## config.mk

```make
export PLATFORM = sky130hd
export DESIGN_NAME = l1_trigger_intercon
export DESIGN_NICKNAME = d
export VERILOG_FILES = /design/src/rtl/l1_trigger_intercon.sv
export SDC_FILE = /design/constraint.sdc
export NUM_CORES = 1
export LEC_CHECK = 0
export CAP_MARGIN = 25
export CELL_PAD_IN_SITES_DETAIL_PLACEMENT = 0
export CELL_PAD_IN_SITES_GLOBAL_PLACEMENT = 2
export CORE_MARGIN = 2
export CORE_UTILIZATION = 21
export DETAILED_ROUTE_END_ITERATION = 6
export PLACE_DENSITY = 0.92
export SLEW_MARGIN = 20
export SYNTH_ARGS = -nofsm -noshare
export SYNTH_HDL_FRONTEND = slang
export SYNTH_SLANG_ARGS = --single-unit
```

## constraint.sdc

```tcl
create_clock -name wb_clk_i -period 6.6 [get_ports wb_clk_i]
set_input_delay 0.99 -clock wb_clk_i [delete_from_list [all_inputs] [get_ports wb_clk_i]]
set_output_delay 0.99 -clock wb_clk_i [all_outputs]
set_load 0.03 [all_outputs]
```

## src/rtl/l1_trigger_intercon.sv

```systemverilog
// Wishbone bridge for the L1 trigger block: one 15-bit host port decoded into
// four 13-bit target spaces, one registered access in flight at a time.
module l1_trigger_intercon #(
    parameter int TIMEOUT_CYCLES = 256
) (
    input  logic        wb_clk_i,
    input  logic        wb_rst_i,
    input  logic        clock_enabled_i,

    input  logic        wb_cyc_i,
    input  logic        wb_stb_i,
    input  logic        wb_we_i,
    input  logic [14:0] wb_adr_i,
    input  logic [31:0] wb_dat_i,
    input  logic [3:0]  wb_sel_i,
    output logic        wb_ack_o,
    output logic        wb_err_o,
    output logic        wb_rty_o,
    output logic [31:0] wb_dat_o,

    output logic        thresh_cyc_o,
    output logic        thresh_stb_o,
    output logic        thresh_we_o,
    output logic [12:0] thresh_adr_o,
    output logic [31:0] thresh_dat_o,
    output logic [3:0]  thresh_sel_o,
    input  logic [31:0] thresh_dat_i,
    input  logic        thresh_ack_i,
    input  logic        thresh_err_i,
    input  logic        thresh_rty_i,

    output logic        control_cyc_o,
    output logic        control_stb_o,
    output logic        control_we_o,
    output logic [12:0] control_adr_o,
    output logic [31:0] control_dat_o,
    output logic [3:0]  control_sel_o,
    input  logic [31:0] control_dat_i,
    input  logic        control_ack_i,
    input  logic        control_err_i,
    input  logic        control_rty_i,

    output logic        agc_cyc_o,
    output logic        agc_stb_o,
    output logic        agc_we_o,
    output logic [12:0] agc_adr_o,
    output logic [31:0] agc_dat_o,
    output logic [3:0]  agc_sel_o,
    input  logic [31:0] agc_dat_i,
    input  logic        agc_ack_i,
    input  logic        agc_err_i,
    input  logic        agc_rty_i,

    output logic        bq_cyc_o,
    output logic        bq_stb_o,
    output logic        bq_we_o,
    output logic [12:0] bq_adr_o,
    output logic [31:0] bq_dat_o,
    output logic [3:0]  bq_sel_o,
    input  logic [31:0] bq_dat_i,
    input  logic        bq_ack_i,
    input  logic        bq_err_i,
    input  logic        bq_rty_i
);

    localparam logic [1:0] IDLE = 2'd0;
    localparam logic [1:0] FWD  = 2'd1;
    localparam logic [1:0] RESP = 2'd2;

    localparam logic [1:0] SEL_CONTROL = 2'd1;
    localparam int CW = $clog2(TIMEOUT_CYCLES + 1);
    localparam logic [CW-1:0] LAST_WAIT = CW'(TIMEOUT_CYCLES - 1);

    logic [1:0]    state;
    logic [1:0]    tsel;
    logic          active;
    logic [12:0]   adr_q;
    logic [31:0]   dat_q;
    logic [3:0]    sel_q;
    logic          we_q;
    logic          ack_q;
    logic          err_q;
    logic          rty_q;
    logic [31:0]   rdat_q;
    logic [CW-1:0] wait_cnt;
    logic          sync1;
    logic          sync2;
    logic [3:0]    hit;

    logic          sel_ack;
    logic          sel_err;
    logic          sel_rty;
    logic [31:0]   sel_dat;

    always_ff @(posedge wb_clk_i or negedge wb_rst_i) begin
        if (!wb_rst_i) begin
            sync1 <= 1'b0;
            sync2 <= 1'b0;
        end else begin
            sync1 <= clock_enabled_i;
            sync2 <= sync1;
        end
    end

    // Only the addressed target's response is looked at.
    always_comb begin
        sel_ack = 1'b0;
        sel_err = 1'b0;
        sel_rty = 1'b0;
        sel_dat = '0;
        case (tsel)
            2'd0: begin
                sel_ack = thresh_ack_i;
                sel_err = thresh_err_i;
                sel_rty = thresh_rty_i;
                sel_dat = thresh_dat_i;
            end
            2'd1: begin
                sel_ack = control_ack_i;
                sel_err = control_err_i;
                sel_rty = control_rty_i;
                sel_dat = control_dat_i;
            end
            2'd2: begin
                sel_ack = agc_ack_i;
                sel_err = agc_err_i;
                sel_rty = agc_rty_i;
                sel_dat = agc_dat_i;
            end
            default: begin
                sel_ack = bq_ack_i;
                sel_err = bq_err_i;
                sel_rty = bq_rty_i;
                sel_dat = bq_dat_i;
            end
        endcase
    end

    always_ff @(posedge wb_clk_i or negedge wb_rst_i) begin
        if (!wb_rst_i) begin
            state    <= IDLE;
            tsel     <= 2'd0;
            active   <= 1'b0;
            adr_q    <= '0;
            dat_q    <= '0;
            sel_q    <= '0;
            we_q     <= 1'b0;
            ack_q    <= 1'b0;
            err_q    <= 1'b0;
            rty_q    <= 1'b0;
            rdat_q   <= '0;
            wait_cnt <= '0;
        end else begin
            ack_q <= 1'b0;
            err_q <= 1'b0;
            rty_q <= 1'b0;
            case (state)
                IDLE: begin
                    if (wb_cyc_i && wb_stb_i) begin
                        adr_q    <= wb_adr_i[12:0];
                        dat_q    <= wb_dat_i;
                        sel_q    <= wb_sel_i;
                        we_q     <= wb_we_i;
                        tsel     <= wb_adr_i[14:13];
                        rdat_q   <= '0;
                        wait_cnt <= '0;
                        // Stopped generator clock: answer locally so the host never hangs.
                        if (wb_adr_i[14:13] == SEL_CONTROL && !sync2) begin
                            ack_q <= 1'b1;
                            state <= RESP;
                        end else begin
                            active <= 1'b1;
                            state  <= FWD;
                        end
                    end
                end
                FWD: begin
                    if (!wb_cyc_i) begin
                        active <= 1'b0;
                        state  <= IDLE;
                    end else if (sel_err) begin
                        err_q  <= 1'b1;
                        active <= 1'b0;
                        state  <= RESP;
                    end else if (sel_rty) begin
                        rty_q  <= 1'b1;
                        active <= 1'b0;
                        state  <= RESP;
                    end else if (sel_ack) begin
                        ack_q  <= 1'b1;
                        rdat_q <= sel_dat;
                        active <= 1'b0;
                        state  <= RESP;
                    end else if (wait_cnt == LAST_WAIT) begin
                        err_q  <= 1'b1;
                        active <= 1'b0;
                        state  <= RESP;
                    end else begin
                        wait_cnt <= wait_cnt + CW'(1);
                    end
                end
                RESP: begin
                    state <= IDLE;
                end
                default: begin
                    active <= 1'b0;
                    state  <= IDLE;
                end
            endcase
        end
    end

    // A host that dropped its cycle during the response slot gets nothing back.
    assign wb_ack_o = ack_q & wb_cyc_i;
    assign wb_err_o = err_q & wb_cyc_i;
    assign wb_rty_o = rty_q & wb_cyc_i;
    assign wb_dat_o = wb_ack_o ? rdat_q : 32'd0;

    assign hit = active ? (4'b0001 << tsel) : 4'b0000;

    assign thresh_cyc_o  = hit[0];
    assign thresh_stb_o  = hit[0];
    assign thresh_we_o   = hit[0] & we_q;
    assign thresh_adr_o  = adr_q;
    assign thresh_dat_o  = dat_q;
    assign thresh_sel_o  = sel_q;

    assign control_cyc_o = hit[1];
    assign control_stb_o = hit[1];
    assign control_we_o  = hit[1] & we_q;
    assign control_adr_o = adr_q;
    assign control_dat_o = dat_q;
    assign control_sel_o = sel_q;

    assign agc_cyc_o     = hit[2];
    assign agc_stb_o     = hit[2];
    assign agc_we_o      = hit[2] & we_q;
    assign agc_adr_o     = adr_q;
    assign agc_dat_o     = dat_q;
    assign agc_sel_o     = sel_q;

    assign bq_cyc_o      = hit[3];
    assign bq_stb_o      = hit[3];
    assign bq_we_o       = hit[3] & we_q;
    assign bq_adr_o      = adr_q;
    assign bq_dat_o      = dat_q;
    assign bq_sel_o      = sel_q;

endmodule

```

==> metrics.md, run 1 <==
| Metric | Value |
|---|---|
| Pint | `about 0.0018 W` |
| Via Count | `just under 5k` |
| Layout area overhead | `64.2%` |
| Worst path required time | `5.61 ns` |
| Top FF cell, synth | `dfrtp_1` |
| Hold crit path type | `reg -> reg` |
| Vias in the first global route | `roughly 5k` |
| Slowest stage delay, CP | `between 0.8 and 0.9 ns` |
| Most frequent cells in the layout | `clkdlybuf4s50_1, dfrtp_1, mux2_2` |
| Drt first pass iters | `4` |
| Peak supply drop | `0.000143 V` |
| Power share of the clock group | `between 10% and 20%` |
| Worst path arrival time | `2.87 ns` |
| Total Routed Length | `22000 um` |
| Setup TNS | `0 ns` |
| Finished Core Util | `34.8%` |
| Die area | `31100 sq um` |
| Largest net degree at the start of global routing | `58` |
| Starting DRC count in detailed routing | `approximately 220` |
| MaxCap Viol Count | `0` |
| Sequential fraction of the synthesis area | `40.5%` |
| Crit path max-delay cell type | `clkdlybuf4s50_1` |
| Total Routing Usage GR | `between 10% and 20%` |
| Layout Cells excl Fill | `1193` |
| CTS resizes | `0` |
| Synthesized cell area | `approximately 6200 sq um` |
| Initial antenna violation count | `1` |
| Total CTS buffers | `9` |
| Hold Vio Cnt, Final | `0` |
| Worst-Margin Slew | `around 0.91 ns` |
| Area of the multi-input gates | `~2400 sq um` |
| Cells after Synth | `approximately 520` |
| Most common cell after layout, fill and taps aside | `clkdlybuf4s50_1` |
| Final Max Tran Viols | `0` |
| Io pins | `440` |
| F_max | `between 0.2 and 0.3 GHz` |
| Post-CTS Setup Inserts | `0` |
| Total power | `approximately 0.0032 W` |
| Critical Path Source Type | `input pin` |
| Crit-path most repeated cell | `clkdlybuf4s50_1` |
| Root Driver | `clkbuf_16` |
| Layout Nets | `between 900 and 1k` |
| Final global-route overflow total | `0` |
| Crit path time final | `just under 4 ns` |
| Synthesized area per cell | `11.9 sq um` |
| First-pass GRT wire length | `31800 um` |
| Post-Place Cells | `about 1.2k` |
| Floorplan row count | `63` |
| TritonCTS clock tree | `done` |
| Die width | `between 150 and 200 um` |
| Syn nets | `~720` |
| Clk Latency, worst-skew pair | `around 0.35 ns` |
| Max Fanout on Critical Path | `31` |
| Clock sinks | `101` |
| Post-synth EDFFs | `0` |
| Final ANT Viol Nets | `0` |
| Fraction of layout cells with a size suffix above 1 | `14.6%` |
| Detailed-placement wirelength estimate | `roughly 18000 um` |
| Clock transition at path regs | `0.07 ns` |
| Final Setup Violations | `0` |
| CP Class | `in -> out` |
| Comb power frac | `54.0%` |
| P_sw | `around 0.0013 W` |
| Async set-reset flop share out of synthesis | `100%` |
| Drt drc | `0` |
| Status | `complete, no violations` |
| Synth cell types | `41` |
| PD cells | `about 310 nW/um^2` |
| Fillcell total | `about 2.9k` |
| Die Ht | `176 um` |
| Fin crit share | `between 50% and 60%` |
| Sequential Area | `2530 sq um` |
| Slew HR | `between 30% and 40%` |
| Sw Share | `between 40% and 50%` |
| # diodes | `0` |
| Flop and latch count out of synthesis | `between 100 and 150` |
| Crit path cell chain | `clkdlybuf4s50_1 -> buf_16 -> and3_1 -> clkdlybuf4s50_1` |
| P_leak | `around 4.1 nW` |
| Clk buf depth | `2` |
| Max Clock Skew | `0.0100 ns` |
| Gpl congestion | `about 0.77` |
| CTS HTree Levels | `3` |
| Core area | `29400 sq um` |
| DR vias/cell | `about 4.2` |
| RSZ-0062 raised after global routing | `no` |
| Flop pwr share | `between 20% and 30%` |
| I/O Buffers | `around 440` |
| Cts hold-fix bufs | `0` |
| CP endpoint kind | `primary output` |
| Number of synthesis warnings | `0` |
| Initial Utilization | `about a fifth` |
| Post-DR wirelength/cell | `between 15 and 20 um` |
[flip-flops by register name, summed over array words and instances, names as in the netlist]
name,cells
rdat_q,32
sync2,1
agc_sel_o,4
agc_adr_o,13
ack_q,1
tsel,2
agc_dat_o,32
err_q,1
active,1
wait_cnt,9
rty_q,1
sync1,1
we_q,1
state,2
[kinds of logic (layout without fill, tap and decap cells)]
logic type      after synthesis  after routing  synth area share (%)
mux                          93             93                  22.4
buf+inv                     184            463                  20.9
simple gates                 87             87                  8.23
compound gates               57             57                  7.47
flops                       101            101                  40.5
fa+ha+maj                     2              2                 0.401
[cell usage after synthesis, drive strengths merged (4+ instances only)]
| cell | n | area (sq um) |
|---|---|---|
| nand3 | 5 | 25.0 |
| clkbuf | 13 | 48.8 |
| dfrtp | 101 | 2530 |
| mux2 | 54 | 608 |
| nand2 | 8 | 30.0 |
| and3 | 41 | 257 |
| buf | 169 | 1250 |
| o21ai | 10 | 53.8 |
| a22o | 32 | 280 |
| nor2 | 11 | 43.8 |
| mux2i | 7 | 70.1 |
| mux4 | 32 | 721 |
| nor3b | 5 | 37.5 |
| o32a | 4 | 40.0 |
[power groups by stage]
stage | clock, W | combinational (W) | sequential (W)
detailed placement | 0 | 0.00171 | 0.000918
CTS | 0.000585 | 0.00172 | 0.000906
global route | 0.000602 | 0.00177 | 0.000924
floorplan | 0 | 0.00113 | 0.000968
global placement | 0 | 0.00170 | 0.000913
finish | 0.000553 | 0.00170 | 0.000897
[worst paths after layout]
kind | slack, ns | to | startpoint | cells after the start
max in group asynchronous | 4.81 | tsel[0] | wb_rst_i | 2
worst min-delay path | 0.35 | sync2 | sync1 | 0
min in group asynchronous | 0.69 | state[1] | wb_rst_i | 1
worst max register to register | 3.80 | rdat_q[30] | tsel[0] | 5
worst min register to register | 0.35 | sync2 | sync1 | 0
worst max-delay path | 2.74 | wb_dat_o[30] | wb_cyc_i | 4
[critical path, delay by kind of cell]
| kind | cells | cell delay [ns] |
|---|---|---|
| buffers and inverters | 3 | 1.71 |
| and+or+nand+nor | 1 | 0.16 |
[layer usage]
layer,GRT usage [%],vias to the layer above,wire [um]
met2,23.7,233,11400
met5,0,-,12
met3,3.40,19,1480
met4,2.86,2,274
li1,-,2283,-
met1,17.1,2438,8820
[stage by stage]
stage	hold slack, ns	instance area, sq um	worst slack, ns
after floorplan	0.331	6230	3.76
after global placement	0.338	9860	2.39
after detailed placement	0.340	9890	2.73
after CTS	0.357	10200	2.73
after global routing	0.360	10200	2.68
final	0.354	10200	2.74
[cell type report]
class / instances / share of cell area [%]
sequential: 101 / 24.7
clock inverter: 6 / 0.623
multi-input combinational: 239 / 23.6
clock buffer: 9 / 2.20
tap: 390 / 4.77
timing repair buffer: 446 / 44.0
inverter: 2 / 0.0733
(Power assumes the default switching activity.)
==> run 2: changes to the inputs <==
--- a/config.mk
+++ b/config.mk
@@ -9,9 +9,9 @@
 export CELL_PAD_IN_SITES_DETAIL_PLACEMENT = 0
 export CELL_PAD_IN_SITES_GLOBAL_PLACEMENT = 2
 export CORE_MARGIN = 2
-export CORE_UTILIZATION = 21
+export CORE_UTILIZATION = 20
 export DETAILED_ROUTE_END_ITERATION = 6
-export PLACE_DENSITY = 0.92
+export PLACE_DENSITY = 0.89
 export SLEW_MARGIN = 20
 export SYNTH_ARGS = -nofsm -noshare
 export SYNTH_HDL_FRONTEND = slang
==> constraint.sdc (replaced) <==
create_clock -name wb_clk_i -period 3.6 [get_ports wb_clk_i]
set_input_delay 0.54 -clock wb_clk_i [delete_from_list [all_inputs] [get_ports wb_clk_i]]
set_output_delay 0.54 -clock wb_clk_i [all_outputs]
set_load 0.03 [all_outputs]
==> metrics.md, run 2 (synthesized netlist as in run 1, its figures left out) <==
| Metric | Value |
|---|---|
| Status | `complete, no violations` |
| Fin crit share | `77.3%` |
| P_leak | `4.10 nW` |
| Floorplan row count | `between 60 and 70` |
| Worst-Margin Slew | `0.765 ns` |
| First-pass GRT wire length | `around 33000 um` |
| Hold crit path type | `in -> async` |
| Die Ht | `approximately 180 um` |
| Worst path required time | `~3.1 ns` |
| R2R Setup Slk | `1.00 ns` |
| Hold Vio Cnt, Final | `0` |
| Vias in the first global route | `5085` |
| Crit path time final | `~2.8 ns` |
| Slew HR | `approximately half` |
| Critical Path Source Type | `input pin` |
| Final ANT Viol Nets | `0` |
| Sequential Area | `2530 sq um` |
| Worst path arrival time | `2.24 ns` |
| Setup TNS | `0 ns` |
| Clk buf depth | `2` |
| CP Class | `in -> out` |
| Gpl congestion | `0.767` |
| Clock transition at path regs | `0.07 ns` |
| Layout Cells excl Fill | `approximately 1.2k` |
| Most frequent cells in the layout | `clkdlybuf4s50_1, dfrtp_1, mux2_2` |
| Fraction of layout cells with a size suffix above 1 | `14.9%` |
| RSZ-0062 raised after global routing | `no` |
| Crit path max-delay cell type | `clkdlybuf4s50_1` |
| Fillcell total | `just over 3k` |
| Crit path cell chain | `clkdlybuf4s50_1 -> buf_4 -> and3_1 -> clkdlybuf4s50_1` |
| Drt drc | `0` |
| Final global-route overflow total | `0` |
| Total Routing Usage GR | `between 10% and 20%` |
| Post-CTS Setup Inserts | `0` |
| Detailed-placement wirelength estimate | `roughly 18000 um` |
| Layout area overhead | `63.8%` |
| Initial antenna violation count | `1` |
| Starting DRC count in detailed routing | `between 200 and 250` |
| Max Fanout on Critical Path | `37` |
| Die area | `32600 sq um` |
| TritonCTS clock tree | `done` |
| Final Max Tran Viols | `0` |
| Io pins | `440` |
| CTS HTree Levels | `3` |
| Total Routed Length | `~23000 um` |
| DR vias/cell | `4.23` |
| Cells on worst reg2reg path | `9` |
| Post-DR wirelength/cell | `18.7 um` |
| Total CTS buffers | `9` |
| Initial Utilization | `~20%` |
| MaxCap Viol Count | `0` |
| CTS resizes | `0` |
| I/O Buffers | `439` |
| Crit-path most repeated cell | `clkdlybuf4s50_1` |
| Final Setup Violations | `0` |
| R2r endpoint | `wait_cnt[8]` |
| Post-Place Cells | `around 1.2k` |
| Die width | `about 180 um` |
| Root Driver | `clkbuf_16` |
| Peak supply drop | `0.000240 V` |
| Area of the multi-input gates | `between 2000 and 2500 sq um` |
| Core area | `~31000 sq um` |
| Clk Latency, worst-skew pair | `approximately 0.36 ns` |
| Largest net degree at the start of global routing | `55` |
| Via Count | `~5.1k` |
| F_max | `roughly 0.36 GHz` |
| Cts hold-fix bufs | `0` |
| PD cells | `about 560 nW/um^2` |
| RR Startpoint | `wait_cnt[0]` |
| Slowest stage delay, CP | `roughly 0.72 ns` |
| Drt first pass iters | `4` |
| Most common cell after layout, fill and taps aside | `clkdlybuf4s50_1` |
| Layout Nets | `999` |
| Clock sinks | `~100` |
| Max Clock Skew | `0.0121 ns` |
| CP endpoint kind | `primary output` |
-- run 2: routing by layer --
layer  GRT usage, %  wire length [um]
met1           16.5              9260
met2           24.2             11900
met3           2.49              1080
met4           3.06               285
met5              0                 0
-- run 2: cell type report --
| class | count | area share, % |
|---|---|---|
| antenna | 1 | 0.0245 |
| clock buffer | 10 | 2.34 |
| clock inverter | 5 | 0.355 |
| inverter | 2 | 0.0735 |
| multi-input combinational | 239 | 23.6 |
| sequential | 101 | 24.8 |
| tap | 396 | 4.85 |
| timing repair buffer | 447 | 43.9 |
-- run 2: how the worst max path moves through the flow --
stage,startpoint,endpoint,slack (ns),depth (start not counted)
global route,wb_cyc_i,wb_dat_o[29],0.75,4
detailed placement,wb_cyc_i,wb_dat_o[29],0.79,4
finish,wb_cyc_i,wb_dat_o[29],0.82,4
global placement,wb_cyc_i,wb_dat_o[29],0.78,4
CTS,wb_cyc_i,wb_dat_o[29],0.79,4
floorplan,wait_cnt[0],wait_cnt[8],1.21,10
-- run 2: report_power, final --
group	switching (W)	leakage (nW)	internal (W)
Combinational	0.00169	2.69	0.00147
Clock	0.000484	0.127	0.000487
Sequential	0.000296	1.28	0.00132
-- run 2: critical path, delay by kind of cell --
kind                   cells  cell delay (ns)
buffers and inverters      3             1.48
and+or+nand+nor            1             0.21
-- run 2: through the flow --
| stage | power (W) | cell area (sq um) | worst slack, ns | hold WS [ns] | utilization, % |
|---|---|---|---|---|---|
| floorplan | 0.00385 | 6230 | 1.21 | 0.244 | - |
| global route | 0.00602 | 10200 | 0.748 | 0.311 | 33.3 |
| CTS | 0.00586 | 10200 | 0.791 | 0.288 | 33.3 |
| finish | 0.00575 | 10200 | 0.818 | 0.242 | 33.3 |
| global placement | 0.00482 | 9930 | 0.775 | 0.336 | 32.4 |
| detailed placement | 0.00484 | 9930 | 0.788 | 0.337 | 32.4 |
